### config.mk
export PLATFORM = sky130hd
export DESIGN_NAME = instr_fetch_unit
export DESIGN_NICKNAME = d
export VERILOG_FILES = /design/src/rtl/instr_fetch_unit_pkg.sv /design/src/rtl/ifu_skid_buf.sv /design/src/rtl/instr_fetch_unit.sv
export SDC_FILE = /design/constraint.sdc
export NUM_CORES = 1
export LEC_CHECK = 0
export ABC_AREA = 0
export BUFFER_PORTS_ARGS = -buffer_cell sky130_fd_sc_hd__buf_2
export CAP_MARGIN = 20
export CORE_MARGIN = 5
export CORE_UTILIZATION = 45
export DETAILED_ROUTE_END_ITERATION = 8
export PLACE_DENSITY = 0.71
export SKIP_LAST_GASP = 1
export SYNTH_ARGS = -nofsm -noshare
export SYNTH_HDL_FRONTEND = slang
export SYNTH_SLANG_ARGS = --single-unit
### constraint.sdc
create_clock -name ip_clk -period 1.8 [get_ports ip_clk]
set_clock_uncertainty 0.2 [all_clocks]
set_input_delay 0.36 -clock ip_clk [delete_from_list [all_inputs] [get_ports ip_clk]]
set_output_delay 0.36 -clock ip_clk [all_outputs]
set_load 0.02 [all_outputs]
### src/rtl/instr_fetch_unit_pkg.sv
// Purpose: shared constants, state encoding and entry type for the instruction fetch unit.
// Latency: n/a (declarations only).
// Backpressure: n/a.
package instr_fetch_unit_pkg;

  localparam logic [31:0] IFU_RESET_PC = 32'h0000_0000;
  localparam logic [31:0] IFU_PC_INC   = 32'd4;

  // RV32 base-format field positions within the instruction word.
  localparam int OPCODE_LSB = 0;
  localparam int OPCODE_MSB = 6;
  localparam int RD_LSB     = 7;
  localparam int RD_MSB     = 11;
  localparam int FUNCT3_LSB = 12;
  localparam int FUNCT3_MSB = 14;
  localparam int RS1_LSB    = 15;
  localparam int RS1_MSB    = 19;
  localparam int RS2_LSB    = 20;
  localparam int RS2_MSB    = 24;
  localparam int FUNCT7_LSB = 25;
  localparam int FUNCT7_MSB = 31;

  typedef enum logic [1:0] {
    IFU_IDLE  = 2'd0,
    IFU_FETCH = 2'd1,
    IFU_FAULT = 2'd2
  } ifu_state_t;

  // One fetched instruction together with the address it came from.
  typedef struct packed {
    logic [31:0] pc;
    logic [31:0] word;
  } ifu_entry_t;

  function automatic logic word_aligned(input logic [31:0] addr);
    return addr[1:0] == 2'b00;
  endfunction

endpackage

### src/rtl/ifu_skid_buf.sv
// Purpose: 1-entry holding register (word + PC) for a fetch response that lands while decode stalls.
// Latency: written data is readable the cycle after the write.
// Backpressure: full flag tells the owner to stop issuing reads; clr has priority over wr, wr over rd.
// Ports: clk/rst_n (async active-low), wr_en + wr_dat load the entry, rd_en pops it,
//        clr empties it, rd_dat is the held entry, full flags a valid entry.
module ifu_skid_buf
  import instr_fetch_unit_pkg::*;
(
  input  logic       clk,
  input  logic       rst_n,
  input  logic       wr_en,
  input  logic       rd_en,
  input  logic       clr,
  input  ifu_entry_t wr_dat,
  output ifu_entry_t rd_dat,
  output logic       full
);

  always_ff @(posedge clk or negedge rst_n) begin
    if (!rst_n) begin
      full   <= 1'b0;
      rd_dat <= '0;
    end else if (clr) begin
      full <= 1'b0;
    end else if (wr_en) begin
      full   <= 1'b1;
      rd_dat <= wr_dat;
    end else if (rd_en) begin
      full <= 1'b0;
    end
  end

endmodule

### src/rtl/instr_fetch_unit.sv
// Purpose: owns the PC, reads a 1-cycle-latency instruction memory and presents decoded fields to decode.
// Latency: read issued in cycle N is presented in cycle N+2; 1 instruction/cycle when not stalled.
// Backpressure: ip_stall holds the output; one in-flight word parks in a skid entry; redirect beats stall.
// Ports: ip_clk/ip_rst_n; ip_stall from decode; ip_redirect_en/_pc from execute;
//        op_imem_rd_en/op_imem_addr/ip_imem_rd_data to memory; op_instr_valid/op_instr/op_pc and
//        the field slices to decode; op_misaligned_fault sticky until reset.
module instr_fetch_unit
  import instr_fetch_unit_pkg::*;
#(
  parameter logic [31:0] RESET_PC = IFU_RESET_PC,
  parameter logic [31:0] PC_INC   = IFU_PC_INC
) (
  input  logic        ip_clk,
  input  logic        ip_rst_n,
  input  logic        ip_stall,
  input  logic        ip_redirect_en,
  input  logic [31:0] ip_redirect_pc,
  output logic        op_imem_rd_en,
  output logic [31:0] op_imem_addr,
  input  logic [31:0] ip_imem_rd_data,
  output logic        op_instr_valid,
  output logic [31:0] op_instr,
  output logic [31:0] op_pc,
  output logic [6:0]  op_opcode,
  output logic [2:0]  op_funct_3,
  output logic [6:0]  op_funct_7,
  output logic [4:0]  op_rd,
  output logic [4:0]  op_rs1,
  output logic [4:0]  op_rs2,
  output logic        op_misaligned_fault
);

  ifu_state_t  state, state_nxt;
  logic [31:0] fetch_pc, fetch_pc_nxt;
  logic        inflight;     // a read issued last cycle returns its data this cycle
  logic [31:0] inflight_pc;
  logic        resp_vld;
  logic        rd_en;
  logic        skid_full, skid_wr, skid_rd, skid_clr;
  ifu_entry_t  skid_dat, resp_dat, out_dat;
  logic        out_ld, valid_nxt;

  assign resp_dat = {inflight_pc, ip_imem_rd_data};

  ifu_skid_buf u_skid (
    .clk    (ip_clk),
    .rst_n  (ip_rst_n),
    .wr_en  (skid_wr),
    .rd_en  (skid_rd),
    .clr    (skid_clr),
    .wr_dat (resp_dat),
    .rd_dat (skid_dat),
    .full   (skid_full)
  );

  always_comb begin
    state_nxt    = state;
    fetch_pc_nxt = fetch_pc;
    rd_en        = 1'b0;
    skid_wr      = 1'b0;
    skid_rd      = 1'b0;
    skid_clr     = 1'b0;
    out_ld       = 1'b0;
    out_dat      = resp_dat;
    valid_nxt    = op_instr_valid;
    // Data returning in a redirect cycle belongs to the wrong path and is dropped.
    resp_vld     = inflight && !ip_redirect_en;
    unique case (state)
      IFU_IDLE: begin
        state_nxt = IFU_FETCH;
        valid_nxt = 1'b0;
      end
      IFU_FETCH: begin
        if (ip_redirect_en) begin
          skid_clr     = 1'b1;
          valid_nxt    = 1'b0;
          fetch_pc_nxt = ip_redirect_pc;
          if (!word_aligned(ip_redirect_pc)) state_nxt = IFU_FAULT;
        end else if (ip_stall) begin
          // Output holds; at most one word can be in flight when the stall starts.
          skid_wr = resp_vld;
        end else begin
          // A parked word is older than anything in flight, so it goes out first.
          skid_rd   = skid_full;
          out_dat   = skid_full ? skid_dat : resp_dat;
          out_ld    = skid_full || resp_vld;
          valid_nxt = out_ld;
          // The skid entry drains this cycle, so it no longer holds off the next read.
          rd_en        = 1'b1;
          fetch_pc_nxt = fetch_pc + PC_INC;
        end
      end
      IFU_FAULT: valid_nxt = 1'b0;
      default: state_nxt = IFU_IDLE;
    endcase
  end

  always_ff @(posedge ip_clk or negedge ip_rst_n) begin
    if (!ip_rst_n) begin
      state          <= IFU_IDLE;
      fetch_pc       <= RESET_PC;
      inflight       <= 1'b0;
      inflight_pc    <= '0;
      op_instr_valid <= 1'b0;
      op_instr       <= '0;
      op_pc          <= '0;
    end else begin
      state          <= state_nxt;
      fetch_pc       <= fetch_pc_nxt;
      inflight       <= rd_en;
      if (rd_en) inflight_pc <= fetch_pc;
      op_instr_valid <= valid_nxt;
      if (out_ld) begin
        op_instr <= out_dat.word;
        op_pc    <= out_dat.pc;
      end
    end
  end

  assign op_imem_rd_en       = rd_en;
  assign op_imem_addr        = fetch_pc;
  assign op_misaligned_fault = (state == IFU_FAULT);

  assign op_opcode  = op_instr[OPCODE_MSB:OPCODE_LSB];
  assign op_rd      = op_instr[RD_MSB:RD_LSB];
  assign op_funct_3 = op_instr[FUNCT3_MSB:FUNCT3_LSB];
  assign op_rs1     = op_instr[RS1_MSB:RS1_LSB];
  assign op_rs2     = op_instr[RS2_MSB:RS2_LSB];
  assign op_funct_7 = op_instr[FUNCT7_MSB:FUNCT7_LSB];

endmodule

==> results of run 1 <==
[power groups by stage]
stage,clock (W),combinational [W],sequential [W]
after floorplan,0,0.00387,0.00878
after global placement,0,0.00746,0.00762
after detailed placement,0,0.00758,0.00769
after CTS,0.00363,0.00778,0.00762
after global routing,0.00378,0.00873,0.00790
final,0.00354,0.00804,0.00768
[cell type report]
type | instances | area, µm²
Sequential cell | 197 | 4950
Inverter | 5 | 21.3
Clock buffer | 20 | 447
Multi-Input combinational cell | 538 | 3640
Timing Repair Buffer | 345 | 2750
Clock inverter | 12 | 96.3
Fill cell | 1576 | 7340
Tap cell | 265 | 332
[cell families after synthesis]
family,Yosys count,share of synthesized area [%]
flops,197,54.8
fa+ha+maj,1,0.139
buf+inv,88,6.24
compound gates,131,8.11
xor+xnor,2,0.195
simple gates,256,13.2
mux,148,17.4
[worst max-delay path: stages (launching register included)]
cell and delay, ns:
dfrtp_1 0.42, nor2b_4 0.21, nand3_4 0.10, inv_4 0.07, buf_6 0.12
[repair_timing]
item / in CTS / in global routing
pin swaps: 3 / 10
setup buffers: 4 / 10
gates cloned: 1 / 15
setup endpoints to repair: 151 / 151
gates resized for setup: 14 / 39
hold buffers: 52 / 0
endpoints found under the hold margin: 138 / 0
[per-layer routing]
layer	global-route usage (%)	vias up	routed length (µm)
li1	-	3413	-
met1	26.9	3524	11200
met2	31.6	232	11900
met3	4.28	24	1530
met4	5.30	0	283
met5	0	-	0
[state kept, by name, indices dropped and copies added (netlist names), 2 cells and up]
register,flops
inflight_pc,32
op_imem_addr,32
op_instr,32
op_pc,32
state,2
u_skid.rd_dat,64
[worst min-delay path by stage]
stage                                  start                end  slack, ns  cells past startpoint
final                      ip_redirect_pc[7]    op_imem_addr[7]       0.02                      3
after global routing      ip_redirect_pc[10]   op_imem_addr[10]       0.03                      3
after CTS                 ip_redirect_pc[10]   op_imem_addr[10]      0.005                      3
after detailed placement            ip_rst_n  u_skid.rd_dat[38]        0.1                      1
after global placement              ip_rst_n  u_skid.rd_dat[37]       0.09                      1
after floorplan                     ip_rst_n           inflight      -0.14                      0
[per-stage QoR]
step | utilization (%) | hold slack, ns | cell area [µm²] | power [W]
after global routing | 62.5 | 0.0324 | 12200 | 0.0204
after detailed placement | 53.5 | 0.0954 | 10500 | 0.0153
after floorplan | - | -0.136 | 9090 | 0.0126
final | 62.5 | 0.0228 | 12200 | 0.0193
after CTS | 59.5 | 0.00480 | 11700 | 0.0190
after global placement | 53.5 | 0.0946 | 10500 | 0.0151
[cells in the final DEF (no fill, tap or decap), drive strengths merged, types with 3 or more instances in the layout]
master / instances
nand3: 19
nand2: 186
a31oi: 3
and4: 4
a22oi: 3
a21oi: 21
and2: 3
a21o: 5
inv: 10
nand4: 13
clkinvlp: 3
and3: 5
nor2b: 3
o22ai: 21
dlygate4sd3: 52
nor4: 4
o21ai: 73
dfrtp: 197
buf: 283
clkbuf: 30
nor2: 7
mux2: 65
clkinv: 4
mux2i: 83
nor3: 7
==> impl_metrics.json, run 1 <==
{
  "yosysTopAreaCell": "dfrtp_1",
  "synth_cell_types": 46,
  "drt_wl_total_mm": 25.0,
  "power_density_nw_per_um2": 1570,
  "core_area_um2": 19600,
  "cts_tree": "yes",
  "p_switching_w": 0.00777,
  "drive_gt1_share_pct": 39.6,
  "critPathLaunch": "state[0]",
  "syn_area_um2": 9000,
  "slew_headroom_pct": 61.2,
  "yosys_warnings": 0,
  "synth_seq_cells": 197,
  "crit_type": "flip-flop to primary output",
  "synth_top_area_share_pct": 54.8,
  "clock-sinks": 197,
  "start_util_pct": 45.9,
  "antenna_found_initial": 0,
  "antenna_left": 0,
  "synthArstFlopShare_pct": 100,
  "fmax_mhz": 524,
  "grt.overflow.total": 0,
  "post-dp-hpwl_mm": 15.3,
  "avgRoutedWirePerCell_um": 18.1,
  "status": "finished with violations",
  "synth.area.top_cells": "dfrtp_1, mux2i_1, mux2_2",
  "syn-num-nets": 892,
  "grt_max_degree": 61,
  "crit_fanout": 4,
  "violations": "setup timing",
  "p_sw_share_pct": 40.4,
  "fin_setup_tns_ns": -5.93,
  "power_frac_seq_pct": 39.9,
  "cp.arrival_ns": 1.35,
  "reg2reg_slack_ns": -0.09,
  "hold_viol": 0,
  "rows": 51,
  "insertion_delay_ns": 0.43,
  "routed_via_density": 5.20,
  "dp_cells": 1270,
  "end_kind": "primary output",
  "syn_to_final_growth_pct": 36.1,
  "seq_area_frac_synth_pct": 54.8,
  "clk_pin_slew_ns": 0.07,
  "grt_use_total_pct": 19.6,
  "drc_errors": 0,
  "p_int_w": 0.0115,
  "grt_pass1_wl_mm": 35.3,
  "rsz0062_at_grt": "true",
  "crit_path_start_kind": "flip-flop",
  "synthFlopType": "dfrtp_1",
  "endpoint": "op_imem_rd_en",
  "syn_avg_cell_area_um2": 10.9,
  "p_clk_share_pct": 18.4,
  "final_net_count": 1173,
  "timing.final.ws_setup_ns": -0.109,
  "post-route-period-util_pct": 106,
  "yosys-top-cells-count": "dfrtp_1, nand2_1, mux2i_1",
  "hp-class": "input port to flip-flop",
  "syn-instance-count": 823,
  "root_buffer": "clkbuf_16",
  "gp_congestion": 0.886,
  "io_pins": 199,
  "clockBufferDepth": 2,
  "layout.cells.non_filler": 1382,
  "dieArea_um2": 22900,
  "fp.dieH_um": 151,
  "layout_min_cycle_time_ns": 1.91,
  "rr_worst_depth": 7,
  "die_x_um": 151,
  "dr_total_vias": 7193,
  "port_buffers": 198,
  "yosysMostFrequentCell": "dfrtp_1",
  "cap_violations": 0,
  "firstDrtPassIters": 4,
  "synth_edf_count": 0,
  "timing.rr.start": "state[0]",
  "pre_cts_slack_ns": -0.115,
  "drt-initial-drc-count": 367,
  "grt_pass1_vias": 6808,
  "drv_slew": 0,
  "worstPathRequired_ns": 1.24,
  "diodes": 0,
  "peakVddDrop_mv": 1.20,
  "h-tree-depth": 4,
  "cts_buffers": 17,
  "setup_viol": 102,
  "worst_pin_slew_ns": 0.580,
  "p_leak_nw": 6.45,
  "regToRegEndpoint": "u_skid.rd_dat[10]",
  "p_comb_share_pct": 41.8
}
Note: power is estimated with default switching activity, not from simulation.
==> run 2, diff against run 1 <==
--- a/config.mk
+++ b/config.mk
@@ -11,7 +11,9 @@
 export CORE_MARGIN = 5
 export CORE_UTILIZATION = 45
 export DETAILED_ROUTE_END_ITERATION = 8
+export GPL_TIMING_DRIVEN = 0
 export PLACE_DENSITY = 0.71
+export SETUP_SLACK_MARGIN = 0.15
 export SKIP_LAST_GASP = 1
 export SYNTH_ARGS = -nofsm -noshare
 export SYNTH_HDL_FRONTEND = slang
==> impl_metrics.json, run 2 (synthesis gave the netlist of run 1 again) <==
{
  "setup_viol": 154,
  "cts_buffers": 17,
  "peakVddDrop_mv": 1.15,
  "rows": 51,
  "drv_slew": 0,
  "dp_cells": 1287,
  "final_area_um2": 15300,
  "root_buffer": "clkbuf_16",
  "avgRoutedWirePerCell_um": 20.9,
  "final_cell_mix": "dfrtp_1, buf_2, nand2_1",
  "grt_max_degree": 101,
  "drt-initial-drc-count": 622,
  "fp.dieH_um": 151,
  "drc_errors": 0,
  "slew_headroom_pct": 48.1,
  "timing.hold.ws_ns": -0.249,
  "end_kind": "primary output",
  "core_area_um2": 19600,
  "timing.final.ws_setup_ns": -0.264,
  "grt_use_total_pct": 23.6,
  "cap_violations": 0,
  "layout_min_cycle_time_ns": 2.06,
  "port_buffers": 198,
  "final_net_count": 1321,
  "nFillCells": 1075,
  "insertion_delay_ns": 0.44,
  "io_pins": 199,
  "hp-class": "input port to async pin",
  "drive_gt1_share_pct": 56.0,
  "status": "finished with violations",
  "rr_worst_depth": 6,
  "rsz0062_at_grt": "true",
  "antenna_left": 0,
  "reg2reg_slack_ns": -0.26,
  "violations": "hold timing, setup timing",
  "power_density_nw_per_um2": 1620,
  "routed_via_density": 5.45,
  "grt.overflow.total": 0,
  "dieArea_um2": 22900,
  "diodes": 0,
  "grt_pass1_vias": 7747,
  "post-dp-hpwl_mm": 16.0,
  "hold_viol": 98,
  "cp.arrival_ns": 1.50,
  "antenna_found_initial": 0,
  "fmax_mhz": 484,
  "crit_type": "flip-flop to primary output",
  "drt_wl_total_mm": 32.0,
  "largest_reg_flops": 64,
  "grt_pass1_wl_mm": 42.2,
  "firstDrtPassIters": 7,
  "dr_total_vias": 8340,
  "clk_pin_slew_ns": 0.07,
  "start_util_pct": 45.9,
  "clock-sinks": 197,
  "cts_tree": "yes",
  "syn_to_final_growth_pct": 70.4,
  "crit_fanout": 4,
  "die_x_um": 151,
  "largest_register": "u_skid.rd_dat",
  "p_leak_nw": 7.88,
  "layout.cells.non_filler": 1530,
  "h-tree-depth": 4,
  "layout_commonest_cell": "dfrtp_1",
  "worst_pin_slew_ns": 0.779,
  "regToRegEndpoint": "u_skid.rd_dat[8]",
  "postPlaceCellArea_um2": 10800,
  "crit_path_start_kind": "flip-flop",
  "timing.rr.start": "state[1]",
  "clockBufferDepth": 2,
  "gp_congestion": 0.805,
  "post-route-period-util_pct": 115,
  "worstPathRequired_ns": 1.24
}
run 2: cell types whose count changed in the layout (fill, tap and decap cells not counted), sizes merged:
cell,change
buf,+133
bufbuf,+4
bufinv,+2
clkbuf,+11
clkinv,+2
clkinvlp,-2
inv,-2
run 2: critical path: stages, from the launching register on:
cell and delay (ns):
dfrtp_1 0.43, nor2b_4 0.13, buf_6 0.12, nand3_4 0.09, inv_4 0.09, clkbuf_16 0.13
buf_8 0.10
run 2: final cells by class:
cell class	count	area, µm²	share of cell area, %
buffer	83	1110	7.23
clock buffer	20	457	2.98
clock inverter	12	145	0.947
inverter	5	21.3	0.139
multi-input combinational	538	4530	29.5
sequential	197	4970	32.4
tap	265	332	2.16
timing repair buffer	410	3770	24.6
run 2: worst max-delay path by stage:
stage	to	startpoint	cells past startpoint	slack (ns)
5_1_grt	op_instr[11]	state[1]	11	-0.34
3_3_place_gp	op_imem_addr[20]	ip_rst_n	1	-3.53
3_5_place_dp	op_instr[30]	state[0]	10	-0.36
4_1_cts	op_imem_rd_en	state[0]	6	-0.26
2_1_floorplan	op_imem_addr[25]	op_imem_addr[8]	6	-0.06
6_report	op_imem_rd_en	state[1]	6	-0.26
run 2: per-stage QoR:
step	power, W	utilization (%)	setup TNS (ns)	worst slack (ns)
CTS	0.0220	69.6	-22.15	-0.257
global route	0.0259	78.3	-35.11	-0.340
global placement	0.0156	55.0	-661.53	-3.53
detailed placement	0.0159	55.2	-36.59	-0.362
finish	0.0249	78.3	-25.30	-0.264
floorplan	0.0131	-	-2.24	-0.0624
run 2: routing by layer:
layer  part of all wire (%)  global-route usage, %  up-vias
met5                      0                      0        -
met4                    3.8                   9.29        0
met3                    7.4                   5.06      103
met2                     50                   38.1      424
met1                     39                   31.3     4082
li1                       -                      -     3731
run 2: timing repair:
action | in CTS | in global routing
setup endpoints to repair | 241 | 247
pin swaps | 18 | 55
setup buffers | 78 | 55
hold buffers | 51 | 1
resized for setup | 202 | 267
endpoints found under the hold margin | 150 | 98
gates cloned | 12 | 14
run 2: report_power, final:
part,internal (W),switching [W],leakage (nW),total (W)
Clock,0.00215,0.00177,0.293,0.00393
Sequential,0.00635,0.00191,2.52,0.00826
Combinational,0.00654,0.00613,5.07,0.0127
Total,0.0150,0.00981,7.88,0.0249
